<file path="src/rtl/axis_frame_fifo_if.sv">
// AXI-Stream beat interface: data, valid, ready and end-of-frame marker.
// The master drives data/valid/last, the slave drives ready.
interface axis_frame_fifo_if #(
    parameter int DATA_W = 32
);
    logic [DATA_W-1:0] tdata;
    logic              tvalid;
    logic              tready;
    logic              tlast;

    modport master (output tdata, output tvalid, output tlast, input tready);
    modport slave  (input tdata, input tvalid, input tlast, output tready);
endinterface

</file>
<file path="src/rtl/axis_frame_fifo.sv">
// First-word-fall-through AXI-Stream frame buffer.
// Beats are stored as {tlast, tdata} and re-emitted in order on the master side.
// Per-frame length, additive checksum and frame count are collected on accepted input beats.
module axis_frame_fifo #(
    parameter int DATA_W = 32,
    parameter int DEPTH  = 16,
    parameter int CNT_W  = 16
) (
    input  logic                     clk,
    input  logic                     reset,
    axis_frame_fifo_if.slave         s_axis,
    axis_frame_fifo_if.master        m_axis,
    output logic [$clog2(DEPTH):0]   fill_level,
    output logic                     frame_done,
    output logic [CNT_W-1:0]         frame_len,
    output logic [DATA_W-1:0]        frame_sum,
    output logic [CNT_W-1:0]         frame_count
);
    localparam int AW = $clog2(DEPTH);
    localparam int PW = AW + 1;
    localparam logic [CNT_W-1:0] CNT_MAX = '1;

    // Storage and pointers; the extra pointer MSB separates full from empty.
    logic [DATA_W:0] mem_q [DEPTH];
    logic [PW-1:0]   wr_ptr_q;
    logic [PW-1:0]   rd_ptr_q;
    logic            full;
    logic            empty;
    logic            wr_en;
    logic            rd_en;

    // Frame statistics state.
    logic [CNT_W-1:0]  word_cnt_q,    word_cnt_d;
    logic [DATA_W-1:0] run_sum_q,     run_sum_d;
    logic [CNT_W-1:0]  frame_len_q,   frame_len_d;
    logic [DATA_W-1:0] frame_sum_q,   frame_sum_d;
    logic [CNT_W-1:0]  frame_count_q, frame_count_d;
    logic              frame_done_q,  frame_done_d;

    assign empty = (wr_ptr_q == rd_ptr_q);
    assign full  = (wr_ptr_q[AW] != rd_ptr_q[AW]) &&
                   (wr_ptr_q[AW-1:0] == rd_ptr_q[AW-1:0]);

    // Ready is held low during reset so nothing is accepted while state is being cleared.
    assign s_axis.tready = !full && !reset;
    assign m_axis.tvalid = !empty;
    assign {m_axis.tlast, m_axis.tdata} = mem_q[rd_ptr_q[AW-1:0]];

    assign wr_en = s_axis.tvalid && s_axis.tready;
    assign rd_en = m_axis.tvalid && m_axis.tready;

    assign fill_level  = wr_ptr_q - rd_ptr_q;
    assign frame_done  = frame_done_q;
    assign frame_len   = frame_len_q;
    assign frame_sum   = frame_sum_q;
    assign frame_count = frame_count_q;

    // Write accepted beats into the storage array.
    // NOTE: the data array is deliberately not reset; the pointers alone define which entries are valid.
    always_ff @(posedge clk) begin
        if (wr_en) begin
            mem_q[wr_ptr_q[AW-1:0]] <= {s_axis.tlast, s_axis.tdata};
        end
    end

    // Advance write/read pointers on their handshakes; reset empties the FIFO.
    // NOTE: state registers use non-blocking assignments so every flop samples pre-edge values.
    always_ff @(posedge clk) begin
        if (reset) begin
            wr_ptr_q <= '0;
            rd_ptr_q <= '0;
        end else begin
            if (wr_en) wr_ptr_q <= wr_ptr_q + PW'(1);
            if (rd_en) rd_ptr_q <= rd_ptr_q + PW'(1);
        end
    end

    // Next-state for frame statistics, updated only on accepted input beats.
    // NOTE: every signal gets a default first so no path leaves it unassigned (no latch).
    always_comb begin
        word_cnt_d    = word_cnt_q;
        run_sum_d     = run_sum_q;
        frame_len_d   = frame_len_q;
        frame_sum_d   = frame_sum_q;
        frame_count_d = frame_count_q;
        frame_done_d  = 1'b0;
        if (wr_en) begin
            if (s_axis.tlast) begin
                frame_len_d   = (word_cnt_q == CNT_MAX) ? CNT_MAX : word_cnt_q + CNT_W'(1);
                frame_sum_d   = run_sum_q + s_axis.tdata;
                frame_count_d = frame_count_q + CNT_W'(1);
                frame_done_d  = 1'b1;
                word_cnt_d    = '0;
                run_sum_d     = '0;
            end else begin
                word_cnt_d    = (word_cnt_q == CNT_MAX) ? CNT_MAX : word_cnt_q + CNT_W'(1);
                run_sum_d     = run_sum_q + s_axis.tdata;
            end
        end
    end

    // Register frame statistics; reset drops any partial frame and clears the reports.
    always_ff @(posedge clk) begin
        if (reset) begin
            word_cnt_q    <= '0;
            run_sum_q     <= '0;
            frame_len_q   <= '0;
            frame_sum_q   <= '0;
            frame_count_q <= '0;
            frame_done_q  <= 1'b0;
        end else begin
            word_cnt_q    <= word_cnt_d;
            run_sum_q     <= run_sum_d;
            frame_len_q   <= frame_len_d;
            frame_sum_q   <= frame_sum_d;
            frame_count_q <= frame_count_d;
            frame_done_q  <= frame_done_d;
        end
    end
endmodule
</file>
<file path="src/flat_wrapper.sv">
// flat-port wrapper written by rule: the top's interface ports become plain ports
module axis_frame_fifo_flat 
#(
    parameter int DATA_W = 32,
    parameter int DEPTH  = 16,
    parameter int CNT_W  = 16
)
  (clk, reset, fill_level, frame_done, frame_len, frame_sum, frame_count, s_axis_tdata, s_axis_tvalid, s_axis_tlast, s_axis_tready, m_axis_tdata, m_axis_tvalid, m_axis_tlast, m_axis_tready);
  axis_frame_fifo_if #(.DATA_W(DATA_W)) s_axis_i ();
  axis_frame_fifo_if #(.DATA_W(DATA_W)) m_axis_i ();
  input  logic clk;
  input  logic reset;
  output logic [$clog2(DEPTH):0] fill_level;
  output logic frame_done;
  output logic [CNT_W-1:0] frame_len;
  output logic [DATA_W-1:0] frame_sum;
  output logic [CNT_W-1:0] frame_count;
  input wire logic [$bits(s_axis_i.tdata)-1:0] s_axis_tdata;
  input wire logic [$bits(s_axis_i.tvalid)-1:0] s_axis_tvalid;
  input wire logic [$bits(s_axis_i.tlast)-1:0] s_axis_tlast;
  output wire logic [$bits(s_axis_i.tready)-1:0] s_axis_tready;
  output wire logic [$bits(m_axis_i.tdata)-1:0] m_axis_tdata;
  output wire logic [$bits(m_axis_i.tvalid)-1:0] m_axis_tvalid;
  output wire logic [$bits(m_axis_i.tlast)-1:0] m_axis_tlast;
  input wire logic [$bits(m_axis_i.tready)-1:0] m_axis_tready;
  assign s_axis_i.tdata = s_axis_tdata;
  assign s_axis_i.tvalid = s_axis_tvalid;
  assign s_axis_i.tlast = s_axis_tlast;
  assign s_axis_tready = s_axis_i.tready;
  assign m_axis_tdata = m_axis_i.tdata;
  assign m_axis_tvalid = m_axis_i.tvalid;
  assign m_axis_tlast = m_axis_i.tlast;
  assign m_axis_i.tready = m_axis_tready;
  axis_frame_fifo #(.DATA_W(DATA_W), .DEPTH(DEPTH), .CNT_W(CNT_W)) u_core (.clk(clk), .reset(reset), .s_axis(s_axis_i), .m_axis(m_axis_i), .fill_level(fill_level), .frame_done(frame_done), .frame_len(frame_len), .frame_sum(frame_sum), .frame_count(frame_count));
endmodule
</file>
<file path="config.mk">
export PLATFORM = sky130hd
export DESIGN_NAME = axis_frame_fifo_flat
export DESIGN_NICKNAME = d
export VERILOG_FILES = /design/src/rtl/axis_frame_fifo_if.sv /design/src/rtl/axis_frame_fifo.sv /design/src/flat_wrapper.sv
export SDC_FILE = /design/constraint.sdc
export NUM_CORES = 1
export LEC_CHECK = 0
export ABC_AREA = 1
export CORE_AREA = 4 4 241 196
export DETAILED_ROUTE_END_ITERATION = 8
export DIE_AREA = 0 0 245 200
export MAX_ROUTING_LAYER = met4
export PLACE_DENSITY = 0.82
export RECOVER_POWER = 100
export SYNTH_ARGS = -nofsm -noshare
export SYNTH_HDL_FRONTEND = slang
export SYNTH_SLANG_ARGS = --single-unit
</file>
<file path="constraint.sdc">
create_clock -name clk -period 5.1 [get_ports clk]
set_input_delay 0.51 -clock clk [delete_from_list [all_inputs] [get_ports clk]]
set_output_delay 0.51 -clock clk [all_outputs]
set_load 0.005 [all_outputs]
</file>
==> results.md <==
- The flow ran to the end, but the final reports show violations.
- The final reports fail on max-capacitance violations, max-slew violations.
- The average cell area after synthesis is 10.83 um^2.
- The number of CTS-inserted buffers is 60.
- Row generation in the floorplan step produced 70 rows.
- The non-filler instance count after layout is 3436.
- The area of the multi-input gates is 8552 um^2.
- In the synthesized netlist the dominant register cell turns out to be edfxtp_1.
- Counting flops with a built-in enable in the synthesized netlist gives 528.
- In this run the post-CTS setup repair buffer count came out at 0.
- The signal on the critical path passes through clkbuf_2, a21oi_1, o21ai_0, o21ai_0, o211ai_1, nand2_1, dlygate4sd3_1.
- The initial detailed-routing violation count is 2323.
- The worst path buffer plus inverter count is 2.
- The clock sink count is 655.
- The detailed-route wire length is 75.61 mm.
- The first-pass GRT wire length is 115.4 mm.
- The total global routing track utilization is 31.65%.
- Summing every instance area after synthesis gives 28810 um^2.
- In the routed design, unresolved DRC markers number 0.
- Summing over every cut layer, the via total after detailed routing is 20571.
- The area enclosed by the die boundary is 49000 um^2.
- In this run, post-CTS repair resized a total of 0 instances.
- In this run the number of H-tree levels came out at 2.
- Clock-pin slew was measured on the worst setup and hold paths at 0.06 ns.
- The max-slew violation count is 273.
- The insertion delay to the later sink of the worst-skew pair is 0.63 ns.
- The type of the worst min-delay path is in -> reg.
- Setup violations remaining at the end of the flow were counted as 0.
- The wire-length estimate of the detail-placed layout is 44.85 mm.
- The count of pins on the block boundary is 142.
- The category of the worst setup path launch point is a flop.
- The count of fill cells added during filler insertion is 3098.
- VDD sags by at most 0.0002746 V.
- The number of placed instances, taps included, is 3320.
- The remaining antenna violation count after routing is 0.
- The flip-flop and latch count after synthesis is 655.
- The buffer depth of the longest clock path is 3.
- The core region is 45020 um^2.
- Data on the critical path arrives at its endpoint at 3.80 ns.
- The total area of sequential cells is 18410 um^2.
- Yosys mapped the design onto 39 distinct sky130hd cell types.
- The number of optimization iterations in the first detailed-route pass is 6.
- The worst setup path is captured at an output pin.
- The TritonCTS clock tree is yes.
- For this run the aggregate overflow at the end of global routing stands at 0.
- The cell with the most instances on the worst path is o21ai_0.
- Using the TritonRoute via totals, the vias-per-cell ratio works out to 5.987.
- At the end of routability-driven placement, the weighted congestion stood at 0.9368.
- The max capacitance violation total is 10.
- The final-report hold violation count is 0.
- For the worst setup path, the data required time is 4.59 ns.
- The number of hold buffers added after CTS is 0.
- The sum of negative setup slack is 0 ns.
- For the pin with the worst max-slew slack, the measured transition is 2.551 ns.
- The post-layout minimum cycle time is 4.307 ns.
- In the finished design, the share of the clock period the worst path needs comes to 84.45%.
- For this run, the number of Yosys warnings is 0.
- The average detailed-routed wire length per instance is 22.01 um.
- The cell with the largest stage delay on the worst path is dfxtp_4.
- The initial utilization of the core area, before any placement, comes to 63.99%.
- The clock tree root driver cell is clkbuf_16.
- When the netlist entered floorplanning its net count stood at 2742.
- The die outline width is 245 um.
- The critical path's top delay family is buffers and inverters.
- The total power density per cell area is 372.0 nW/um^2.
- The via count of the first global-routing pass came to 19902.
- Of the synthesized area, sequential elements account for 63.86%.
- The maximum number of pins on one net before global-route repair is 99.
- The category of the critical setup timing path is reg -> out.
- The share of synthesized flip-flops with an asynchronous set or reset is 0%.
- The post-synthesis instance total is 2661.
- In this design, the stage delay of the slowest critical-path cell is 1.03 ns.
- Cells with a size suffix above 1 make up 4.926% of the layout.
- The area growth from synthesis to layout is 13.60%.
- Port buffering added 141 buffers.
- The worst slew slack as a fraction of its limit is -70.07%.
- For this design the static power due to leakage is 0.01235 uW.
- The highest attainable clock frequency is 232.2 MHz.
- The worst clock skew is 0.009984 ns.
- The final layout contains 2851 nets.
- Setup repair after global routing left no endpoint under its margin.
- The initial antenna violation count is 4.
- From bottom edge to top edge, the die measures 200 um.
- Along the worst path, the maximum fanout reaches 77.
## state kept, by name (all words and copies together) (netlist names), named ones only
| signal | count |
|---|---|
| u_core.mem_q | 528 |
| u_core.frame_len | 16 |
| u_core.word_cnt_q | 16 |
| u_core.frame_done | 1 |
| u_core.frame_count | 16 |
| u_core.rd_ptr_q | 5 |
| u_core.run_sum_q | 32 |
| u_core.wr_ptr_q | 5 |
| u_core.frame_sum | 32 |
## final timing paths
kind / start / endpoint / slack, ns / depth (start not counted)
setup reg to reg: u_core.wr_ptr_q[3] / u_core.mem_q[4][24] / 0.87 / 9
hold / removal: reset / u_core.word_cnt_q[2] / 0.28 / 2
setup / recovery: flop / m_axis_tdata[26] / 0.79 / 7
hold reg to reg: u_core.frame_sum[7] / u_core.frame_sum[7] / 0.47 / 2
## Yosys cell counts (5+ instances only)
cell type / instances / share of area [%]
o211ai_1: 132 / 3.4
mux2i_1: 132 / 4.6
buf_4: 17 / 0.44
buf_1: 11 / 0.14
dfxtp_1: 127 / 8.8
clkbuf_1: 64 / 0.83
o21ai_0: 182 / 3.2
nand4_1: 5 / 0.11
xor2_1: 25 / 0.76
ha_1: 42 / 1.8
inv_1: 336 / 4.4
a21oi_1: 270 / 4.7
edfxtp_1: 528 / 55
nand2_1: 491 / 6.4
buf_2: 37 / 0.64
nand3_1: 110 / 1.9
nor3_1: 16 / 0.28
nor2_1: 89 / 1.2
xnor2_1: 11 / 0.33
## per-stage QoR
stage	utilization, %	worst slack (ns)	power [uW]	cell area, um^2	hold slack [ns]
3_5_place_dp	68.52	1.792	7676	30850	0.4576
6_report	72.70	0.7928	12180	32730	0.2803
3_3_place_gp	68.52	1.840	7629	30850	0.4547
5_1_grt	72.70	0.5810	12610	32730	0.2817
2_1_floorplan	-	1.849	7019	28810	0.4419
4_1_cts	73.02	1.086	12260	32870	0.2585
## logic make-up (layout without fill, tap and decap cells)
group                      Yosys count  in the layout  synth area share [%]
AOI/OAI and AO/OA                  591            591                 11.47
xor gates and xnor gates            36             36                 1.094
adders and majority gates           44             44                 1.963
buffers and inverters              472            633                 6.636
DFF                                655            655                 63.86
muxes                              132            132                 4.586
other                                0              2                     0
and+or+nand+nor                    731            731                 10.39
## worst reg2reg max path, delay by kind of cell (launching register included)
family                     cells  cell delay, ns
and+or+nand+nor                5            1.91
DFF                            1            0.49
buffers and inverters          3            1.10
adders and majority gates      1            0.35
## cells in the final DEF, fill, tap and decap left out, types with 61 or more instances in the layout
master / instances
nand2_1: 491
inv_1: 336
o21ai_0: 182
nand3_1: 111
dfxtp_1: 123
nor2_1: 78
mux2i_1: 132
dlygate4sd3_1: 130
a21oi_1: 270
clkbuf_16: 61
edfxtp_1: 528
o211ai_1: 132
## metal layers
layer / GRT usage, % / routed length, um / vias to the layer above / part of all wire, %
met4: 9.844 / 2165 / 0 / 2.9
met2: 49.07 / 35280 / 1097 / 47
li1: - / - / 9416 / -
met1: 44.37 / 31230 / 9899 / 41
met3: 4.487 / 6933 / 159 / 9.2
met5: - / 0 / - / 0
## cell type report
cell class / instances / share of cell area (%)
Sequential cell: 655 / 56.25
Timing Repair Buffer: 180 / 5.184
Tap cell: 612 / 2.340
Multi-Input combinational cell: 1534 / 26.13
Clock buffer: 72 / 4.790
Antenna cell: 2 / 0.01529
Clock inverter: 42 / 1.395
Inverter: 339 / 3.896
## where the power goes
part           leakage (uW)  switching (uW)  total [uW]  internal (uW)
logic               0.00559             993        1620            629
clock network      0.000971            2010        4630           2620
registers           0.00579            97.8        5930           5830
Note: power is estimated with default switching activity, not from simulation.
